File: src/rtl/i2c_regbank_ctrl_if.sv
// I2C slave byte stream and local write port of the register bank, grouped for i2c_regbank_ctrl.
// master drives bus events and local writes; slave (the bank) returns tx_data, strobes and collisions.
interface i2c_regbank_ctrl_if #(
  parameter int PTR_W = 4
) ();
  logic             bus_start;
  logic             rx_valid;
  logic [7:0]       rx_data;
  logic             tx_req;
  logic [7:0]       tx_data;
  logic             lcl_we;
  logic [PTR_W-1:0] lcl_addr;
  logic [7:0]       lcl_wdata;
  logic             lcl_collide;
  logic             wr_strobe;
  logic [PTR_W-1:0] wr_index;

  modport master (
    output bus_start, rx_valid, rx_data, tx_req, lcl_we, lcl_addr, lcl_wdata,
    input  tx_data, lcl_collide, wr_strobe, wr_index
  );

  modport slave (
    input  bus_start, rx_valid, rx_data, tx_req, lcl_we, lcl_addr, lcl_wdata,
    output tx_data, lcl_collide, wr_strobe, wr_index
  );
endinterface

File: src/rtl/i2c_regbank_ctrl.sv
// Pointer-addressed register bank behind an I2C slave plus a local write port; all outputs registered, 1-cycle latency, no stalls.
// Optional I2C_REGBANK_WPROT_EN adds a wprot input that blocks I2C data writes while the pointer keeps stepping.
module i2c_regbank_ctrl #(
  parameter int                    NUM_REGS  = 16,
  parameter int                    PTR_W     = 4,
  parameter logic [8*NUM_REGS-1:0] RESET_VAL = {NUM_REGS{8'h00}}
) (
  input  logic                  clk,
  input  logic                  rst,
`ifdef I2C_REGBANK_WPROT_EN
  input  logic                  wprot,
`endif
  i2c_regbank_ctrl_if.slave     bus,
  output logic [8*NUM_REGS-1:0] reg_q,
  output logic [PTR_W-1:0]      ptr
);

  typedef enum logic {
    ST_PTR  = 1'b0,
    ST_DATA = 1'b1
  } state_t;

  state_t           state_q;
  state_t           state_d;
  logic [PTR_W-1:0] ptr_d;
  logic             i2c_wr;
  logic             collide;
  logic             wr_allow;
  logic [7:0]       regs [NUM_REGS];

`ifdef I2C_REGBANK_WPROT_EN
  assign wr_allow = ~wprot;
`else
  assign wr_allow = 1'b1;
`endif

  always_ff @(posedge clk) begin
    if (rst) begin
      state_q <= ST_PTR;
      ptr     <= '0;
    end else begin
      state_q <= state_d;
      ptr     <= ptr_d;
    end
  end

  // bus_start outranks rx_valid, which outranks tx_req
  always_comb begin
    state_d = state_q;
    ptr_d   = ptr;
    i2c_wr  = 1'b0;
    if (bus.bus_start) begin
      state_d = ST_PTR;
    end else if (bus.rx_valid) begin
      if (state_q == ST_PTR) begin
        ptr_d   = bus.rx_data[PTR_W-1:0];
        state_d = ST_DATA;
      end else begin
        i2c_wr = wr_allow;
        ptr_d  = ptr + PTR_W'(1);
      end
    end else if (bus.tx_req) begin
      ptr_d   = ptr + PTR_W'(1);
      state_d = ST_DATA;
    end
  end

  assign collide = i2c_wr && bus.lcl_we && (bus.lcl_addr == ptr);

  always_ff @(posedge clk) begin
    if (rst) begin
      for (int i = 0; i < NUM_REGS; i++) begin
        regs[i] <= RESET_VAL[8*i +: 8];
      end
    end else begin
      if (bus.lcl_we && !collide) begin
        regs[bus.lcl_addr] <= bus.lcl_wdata;
      end
      if (i2c_wr) begin
        regs[ptr] <= bus.rx_data;
      end
    end
  end

  always_ff @(posedge clk) begin
    if (rst) begin
      bus.tx_data     <= 8'h00;
      bus.wr_strobe   <= 1'b0;
      bus.wr_index    <= '0;
      bus.lcl_collide <= 1'b0;
    end else begin
      bus.tx_data     <= regs[ptr];
      bus.wr_strobe   <= i2c_wr;
      bus.lcl_collide <= collide;
      if (i2c_wr) begin
        bus.wr_index <= ptr;
      end
    end
  end

  always_comb begin
    reg_q = '0;
    for (int i = 0; i < NUM_REGS; i++) begin
      reg_q[8*i +: 8] = regs[i];
    end
  end

endmodule
File: src/flat_wrapper.sv
// flat-port wrapper written by rule: the top's interface ports become plain ports
module i2c_regbank_ctrl_flat 
#(
  parameter int                    NUM_REGS  = 16,
  parameter int                    PTR_W     = 4,
  parameter logic [8*NUM_REGS-1:0] RESET_VAL = {NUM_REGS{8'h00}}
)
  (clk, rst, reg_q, ptr, bus_bus_start, bus_rx_valid, bus_rx_data, bus_tx_req, bus_lcl_we, bus_lcl_addr, bus_lcl_wdata, bus_tx_data, bus_lcl_collide, bus_wr_strobe, bus_wr_index);
  i2c_regbank_ctrl_if #(.PTR_W(PTR_W)) bus_i ();
  input  logic clk;
  input  logic rst;
  output logic [8*NUM_REGS-1:0] reg_q;
  output logic [PTR_W-1:0] ptr;
  input wire logic [$bits(bus_i.bus_start)-1:0] bus_bus_start;
  input wire logic [$bits(bus_i.rx_valid)-1:0] bus_rx_valid;
  input wire logic [$bits(bus_i.rx_data)-1:0] bus_rx_data;
  input wire logic [$bits(bus_i.tx_req)-1:0] bus_tx_req;
  input wire logic [$bits(bus_i.lcl_we)-1:0] bus_lcl_we;
  input wire logic [$bits(bus_i.lcl_addr)-1:0] bus_lcl_addr;
  input wire logic [$bits(bus_i.lcl_wdata)-1:0] bus_lcl_wdata;
  output wire logic [$bits(bus_i.tx_data)-1:0] bus_tx_data;
  output wire logic [$bits(bus_i.lcl_collide)-1:0] bus_lcl_collide;
  output wire logic [$bits(bus_i.wr_strobe)-1:0] bus_wr_strobe;
  output wire logic [$bits(bus_i.wr_index)-1:0] bus_wr_index;
  assign bus_i.bus_start = bus_bus_start;
  assign bus_i.rx_valid = bus_rx_valid;
  assign bus_i.rx_data = bus_rx_data;
  assign bus_i.tx_req = bus_tx_req;
  assign bus_i.lcl_we = bus_lcl_we;
  assign bus_i.lcl_addr = bus_lcl_addr;
  assign bus_i.lcl_wdata = bus_lcl_wdata;
  assign bus_tx_data = bus_i.tx_data;
  assign bus_lcl_collide = bus_i.lcl_collide;
  assign bus_wr_strobe = bus_i.wr_strobe;
  assign bus_wr_index = bus_i.wr_index;
  i2c_regbank_ctrl #(.NUM_REGS(NUM_REGS), .PTR_W(PTR_W), .RESET_VAL(RESET_VAL)) u_core (.clk(clk), .rst(rst), .bus(bus_i), .reg_q(reg_q), .ptr(ptr));
endmodule
File: config.mk
export PLATFORM = sky130hd
export DESIGN_NAME = i2c_regbank_ctrl_flat
export DESIGN_NICKNAME = d
export VERILOG_FILES = /design/src/rtl/i2c_regbank_ctrl_if.sv /design/src/rtl/i2c_regbank_ctrl.sv /design/src/flat_wrapper.sv
export SDC_FILE = /design/constraint.sdc
export NUM_CORES = 1
export LEC_CHECK = 0
export CAP_MARGIN = 20
export CORE_MARGIN = 1
export CORE_UTILIZATION = 35
export DETAILED_ROUTE_END_ITERATION = 10
export GPL_TIMING_DRIVEN = 0
export PLACE_DENSITY_LB_ADDON = 0.12
export SYNTH_ARGS = -nofsm -noshare
export SYNTH_HDL_FRONTEND = slang
export SYNTH_SLANG_ARGS = --single-unit
File: constraint.sdc
create_clock -name clk -period 3 [get_ports clk]
set_input_delay 0.6 -clock clk [delete_from_list [all_inputs] [get_ports clk]]
set_output_delay 0.6 -clock clk [all_outputs]
set_load 0.01 [all_outputs]
* After elaboration in Yosys (flattened, before gate mapping)
Memory sizes are Yosys's and may differ from the RTL's. A register that Yosys moved wholly into a read port is not among the register bits.
Cells that the tools add are included.
Widths: inputs -> output; s select.
** Operators by class
- Muxes and demuxes :: 22
- Reduce and logical (&&, ||, !) cells :: 9
- Eq/ne operators :: 1
- Bitwise logic cells :: 1
- Add/subtract/negate cells :: 1
** Operators by type and width (count)
- $mux 4 :: 5
- $mux 8 :: 2
- $reduce_or 8->1 :: 2
- $mux 1 :: 15
- $add 4x1->4 const B :: 1
- $eq 4x4->1 :: 1
- $logic_and 1x1->1 :: 3
- $reduce_and 2->1 :: 1
- $reduce_bool 2->1 :: 1
- $reduce_or 2->1 :: 1
- $logic_not 1->1 :: 1
- $not 1->1 :: 1
** Word-level totals
- Output and inout bits :: 146
- RAM bits :: 128
- Memories kept :: 1
- Flip-flop bits (word level) :: 11
- Input bits :: 26
** Memory list
- u_core.regs :: words 16, width 8, read ports 17, clocked after memory_dff 1, wr ports 16, RTL line i2c_regbank_ctrl.sv:29 : logic [7:0] regs [NUM_REGS];

* Logic depth before layout (Yosys ltp)
- Depth in word-level cells :: 12
- Gate-level depth with buffers :: 9

* Worst setup path after synthesis
Ideal clock, no wire load.
- Path kind :: input to register
- From :: in bus_lcl_addr[3]
- To :: mem u_core.regs[0][0] (enable)
- Arrival time :: 2.169 ns
- Setup time :: 0.384 ns
- Cell stages on the path :: 6
- Slack :: 0.447 ns
- Cell sequence :: buf_2 xnor2_1 nand4_2 buf_2 o2111ai_1 o21ai_0
** RTL lines
- start: declaration :: RTL line flat_wrapper.sv:19 : input wire logic [$bits(bus_i.lcl_addr)-1:0] bus_lcl_addr;
- end: declaration :: RTL line i2c_regbank_ctrl.sv:29

==> results.py <==
metrics = {
    "logic_synthesis": {
        "ys_types": 49,
        "yosys_most_used_dff": "edfxtp_1",
        "yosys_warnings": 0,
        "synth_fp_nets": 793,
        "ys_ff_latch": 147,
        "synth_enable_flop_cells": 128,
        "synth_area_um2": 7790,
        "seq_area_frac_synth_pct": 54.2,
        "synth_area_per_cell_um2": 10.2,
        "async_flop_share_pct": 0,
        "synthCells": 763,
    },
    "critical_path": {
        "crit_path_start_kind": "register",
        "critPathKind": "register to register",
        "cp.arrival_ns": 3.12,
        "slowest_stage": "nor3_2",
        "cpMostUsedCell": "buf_2",
        "reg2reg_from": "u_core.ptr[3]",
        "critPathLaunch": "u_core.ptr[3]",
        "crit_fanout": 10,
        "critPathMaxStageDelay_ns": 0.57,
        "end_kind": "register",
        "worstPathRequired_ns": 3.13,
        "crit_chain": "buf_2, buf_2, nand2_1, nor3_2, nor2_1, o21ai_1, buf_2",
    },
    "floorplan": {
        "start_util_pct": 35.7,
        "die_y_um": 151,
        "core_um2": 21800,
        "dieArea_um2": 22900,
        "top_level_ports": 172,
        "fp.dieW_um": 151,
        "fp-row-count": 54,
    },
    "detailed_routing": {
        "drc": 0,
        "wl_um": 29600,
        "vias": 6995,
        "drtIter0Drc": 818,
        "post_drt_wl_per_cell_um": 23.7,
        "routed_via_density": 5.61,
        "ant_nets": 0,
        "dr.pass1.iters": 6,
    },
    "pwr": {
        "irDropWorstVdd_uv": 392,
        "power_frac_clock_pct": 40.8,
        "switching_power_mw": 1.48,
        "netSwitchingFraction_pct": 27.4,
        "p_per_area_nw_per_um2": 515,
        "combPwrFrac_pct": 14.7,
        "seqPwrFrac_pct": 44.4,
        "cellLeakagePower_nw": 3.54,
        "power.internal_mw": 3.91,
        "p_total_mw": 5.39,
    },
    "global_route": {
        "grt_pass1_vias": 6721,
        "grt_pass1_wl_um": 42300,
        "antenna_found_initial": 0,
        "overflow": 0,
        "track_usage_pct": 26.5,
        "grt_start_max_net_pins": 17,
    },
    "place": {
        "port_buffers": 158,
        "gp_congestion": 0.953,
        "place_ws_ns": -0.650,
        "place_inst": 1217,
        "hpwl_um": 23500,
    },
    "worst_hold_path": {
        "min_path_type": "register to register",
        "min_from": "u_core.bus.wr_index[1]",
    },
    "sta": {
        "worst_pin_slew_ns": 0.847,
        "fin_ws_ns": 0.0152,
        "slew_headroom_pct": 43.5,
        "setup-violations-final": 0,
        "finClkSkew_ns": 0.00707,
        "timing.fmax_mhz": 335,
        "maxSlewViolCount": 0,
        "min_period_over_period_pct": 99.5,
        "hold_violations": 0,
        "grt_setup_unrepaired": "true",
        "period_minus_slack_ns": 2.98,
    },
    "layout": {
        "stdcell_count": 1246,
        "nets": 984,
        "drive_gt1_share_pct": 12.4,
        "num_antenna_cells": 0,
        "area_delta_synth_final_pct": 34.3,
    },
    "run_status": {
        "status": "complete, no violations",
    },
    "clock_tree": {
        "cts_setup_buffers": 0,
        "cts_sinks": 147,
        "cts_root_buffer": "clkbuf_16",
        "clock_latency_ns": 0.44,
        "htree_levels": 4,
        "clk_pin_slew_worst_paths_ns": 0.07,
        "hold_buffers": 0,
        "cts_tree": "yes",
        "clockBufferDepth": 2,
        "cts_buffers": 17,
    },
    "flow_run": {
        "cap_violations": 0,
    },
}
==> critical path, delay by kind of cell (launching register included) <==
| kind | cells | cell delay (ns) |
|---|---|---|
| buffers and inverters | 3 | 1.01 |
| AND/OR/NAND/NOR | 3 | 0.88 |
| flip-flops | 1 | 0.55 |
| AO/OA/AOI/OAI | 1 | 0.22 |
==> cell type report <==
type                    count  area [um2]
fillers                  2053       11400
flip-flops and latches    147        4220
multi-input cells         549        3330
repair buffers            174        1670
clock buffers              17         425
well taps                 280         350
plain buffers              59         274
clock inverters            14         168
inverters                   6        23.8
==> Yosys cell counts, types with 4 or more instances <==
cell,number,share of area (%)
edfxtp_1,128,49
a221oi_1,7,0.79
o211ai_1,7,0.67
mux4_2,17,4.9
buf_1,6,0.29
nand2b_1,14,1.1
o2111ai_1,4,0.45
o21ai_0,145,9.3
inv_1,5,0.24
nand3_1,21,1.3
nor3_1,5,0.32
mux2i_1,31,4.0
a21oi_1,9,0.58
a22oi_1,7,0.67
o21bai_1,4,0.39
dfxtp_1,19,4.9
nor3_2,4,0.51
xnor2_1,4,0.45
buf_2,26,1.7
nand2_1,180,8.7
nor2_1,26,1.3
o211ai_2,4,0.64
o21ai_1,12,0.77
and3_1,10,0.80
ha_1,4,0.64
clkbuf_1,27,1.3
nor2b_1,10,0.80
==> per-layer routing <==
layer | global-route usage (%) | vias up | part of all wire [%]
met1 | 33.7 | 3393 | 39
met3 | 5.03 | 49 | 8.7
met2 | 44.4 | 385 | 49
met4 | 10.3 | 0 | 3.1
met5 | 0 | - | 0
li1 | - | 3168 | -
==> kinds of logic (layout without fill, tap and decap cells) <==
| kind of cell | after synthesis | after routing | share of synthesized area (%) |
|---|---|---|---|
| AND/OR/NAND/NOR | 285 | 285 | 16.6 |
| AO/OA/AOI/OAI | 208 | 208 | 15.4 |
| flip-flops | 147 | 147 | 54.2 |
| buffers and inverters | 67 | 270 | 3.79 |
| multiplexers | 48 | 48 | 8.90 |
| adder cells (fa/ha/maj) | 4 | 4 | 0.642 |
| XOR/XNOR | 4 | 4 | 0.450 |
==> worst paths after layout <==
check / to / slack [ns] / depth (start not counted)
worst max register to register: u_core.regs[15][1] / 0.02 / 7
worst max-delay path: u_core.regs[15][1] / 0.02 / 7
worst min-delay path: u_core.bus.wr_index[1] / 0.46 / 2
worst min register to register: u_core.bus.wr_index[1] / 0.46 / 2
==> state kept, by name, summed over array words and instances, names as in the netlist <==
register	count
u_core.bus.wr_index	4
u_core.regs	128
u_core.bus.tx_data	8
u_core.state_q	1
u_core.bus.wr_strobe	1
u_core.bus.lcl_collide	1
u_core.ptr	4
==> metrics by stage <==
stage	instance area, um2	utilization [%]	hold WS, ns	TNS [ns]
2_1_floorplan	7790	-	0.479	0
3_3_place_gp	9720	44.5	0.450	-117.02
3_5_place_dp	9810	44.9	0.450	-50.94
4_1_cts	10400	47.7	0.462	-0.212
5_1_grt	10500	48.0	0.485	-0.118
6_report	10500	48.0	0.464	0
==> power by group through the flow <==
stage	registers (mW)	logic (mW)	clock network, mW
floorplan	2.46	0.330	0
global placement	2.44	0.766	0
detailed placement	2.44	0.778	0
CTS	2.39	0.784	2.20
global route	2.40	0.847	2.27
finish	2.39	0.794	2.20
==> repair_timing <==
| action | in CTS | in global routing |
|---|---|---|
| gates cloned | 0 | 0 |
| resized for setup | 14 | 18 |
| endpoints found under the setup margin | 85 | 89 |
==> cell usage in the layout (no fill, tap or decap), types with 5 or more instances in the layout <==
cell             synthesis  final
nand2_1                180    180
nor2b_1                 10     10
clkbuf_16                0     17
buf_2                   26     37
edfxtp_1               128    128
o21ai_0                145    129
buf_4                    1      5
a21oi_1                  9      9
clkbuf_1                27     24
and3_1                  10     10
dfxtp_1                 19     19
inv_6                    0      5
clkdlybuf4s50_1          0    158
a22oi_1                  7      7
nand3_1                 21     21
mux4_2                  17     17
o21ai_2                  0      7
nor2_1                  26     26
mux2i_1                 31     31
a221oi_1                 7      7
o21ai_1                 12     21
o211ai_1                 7      7
inv_1                    5      5
nand2b_1                14     14
buf_1                    6      6
(Power assumes the default switching activity.)
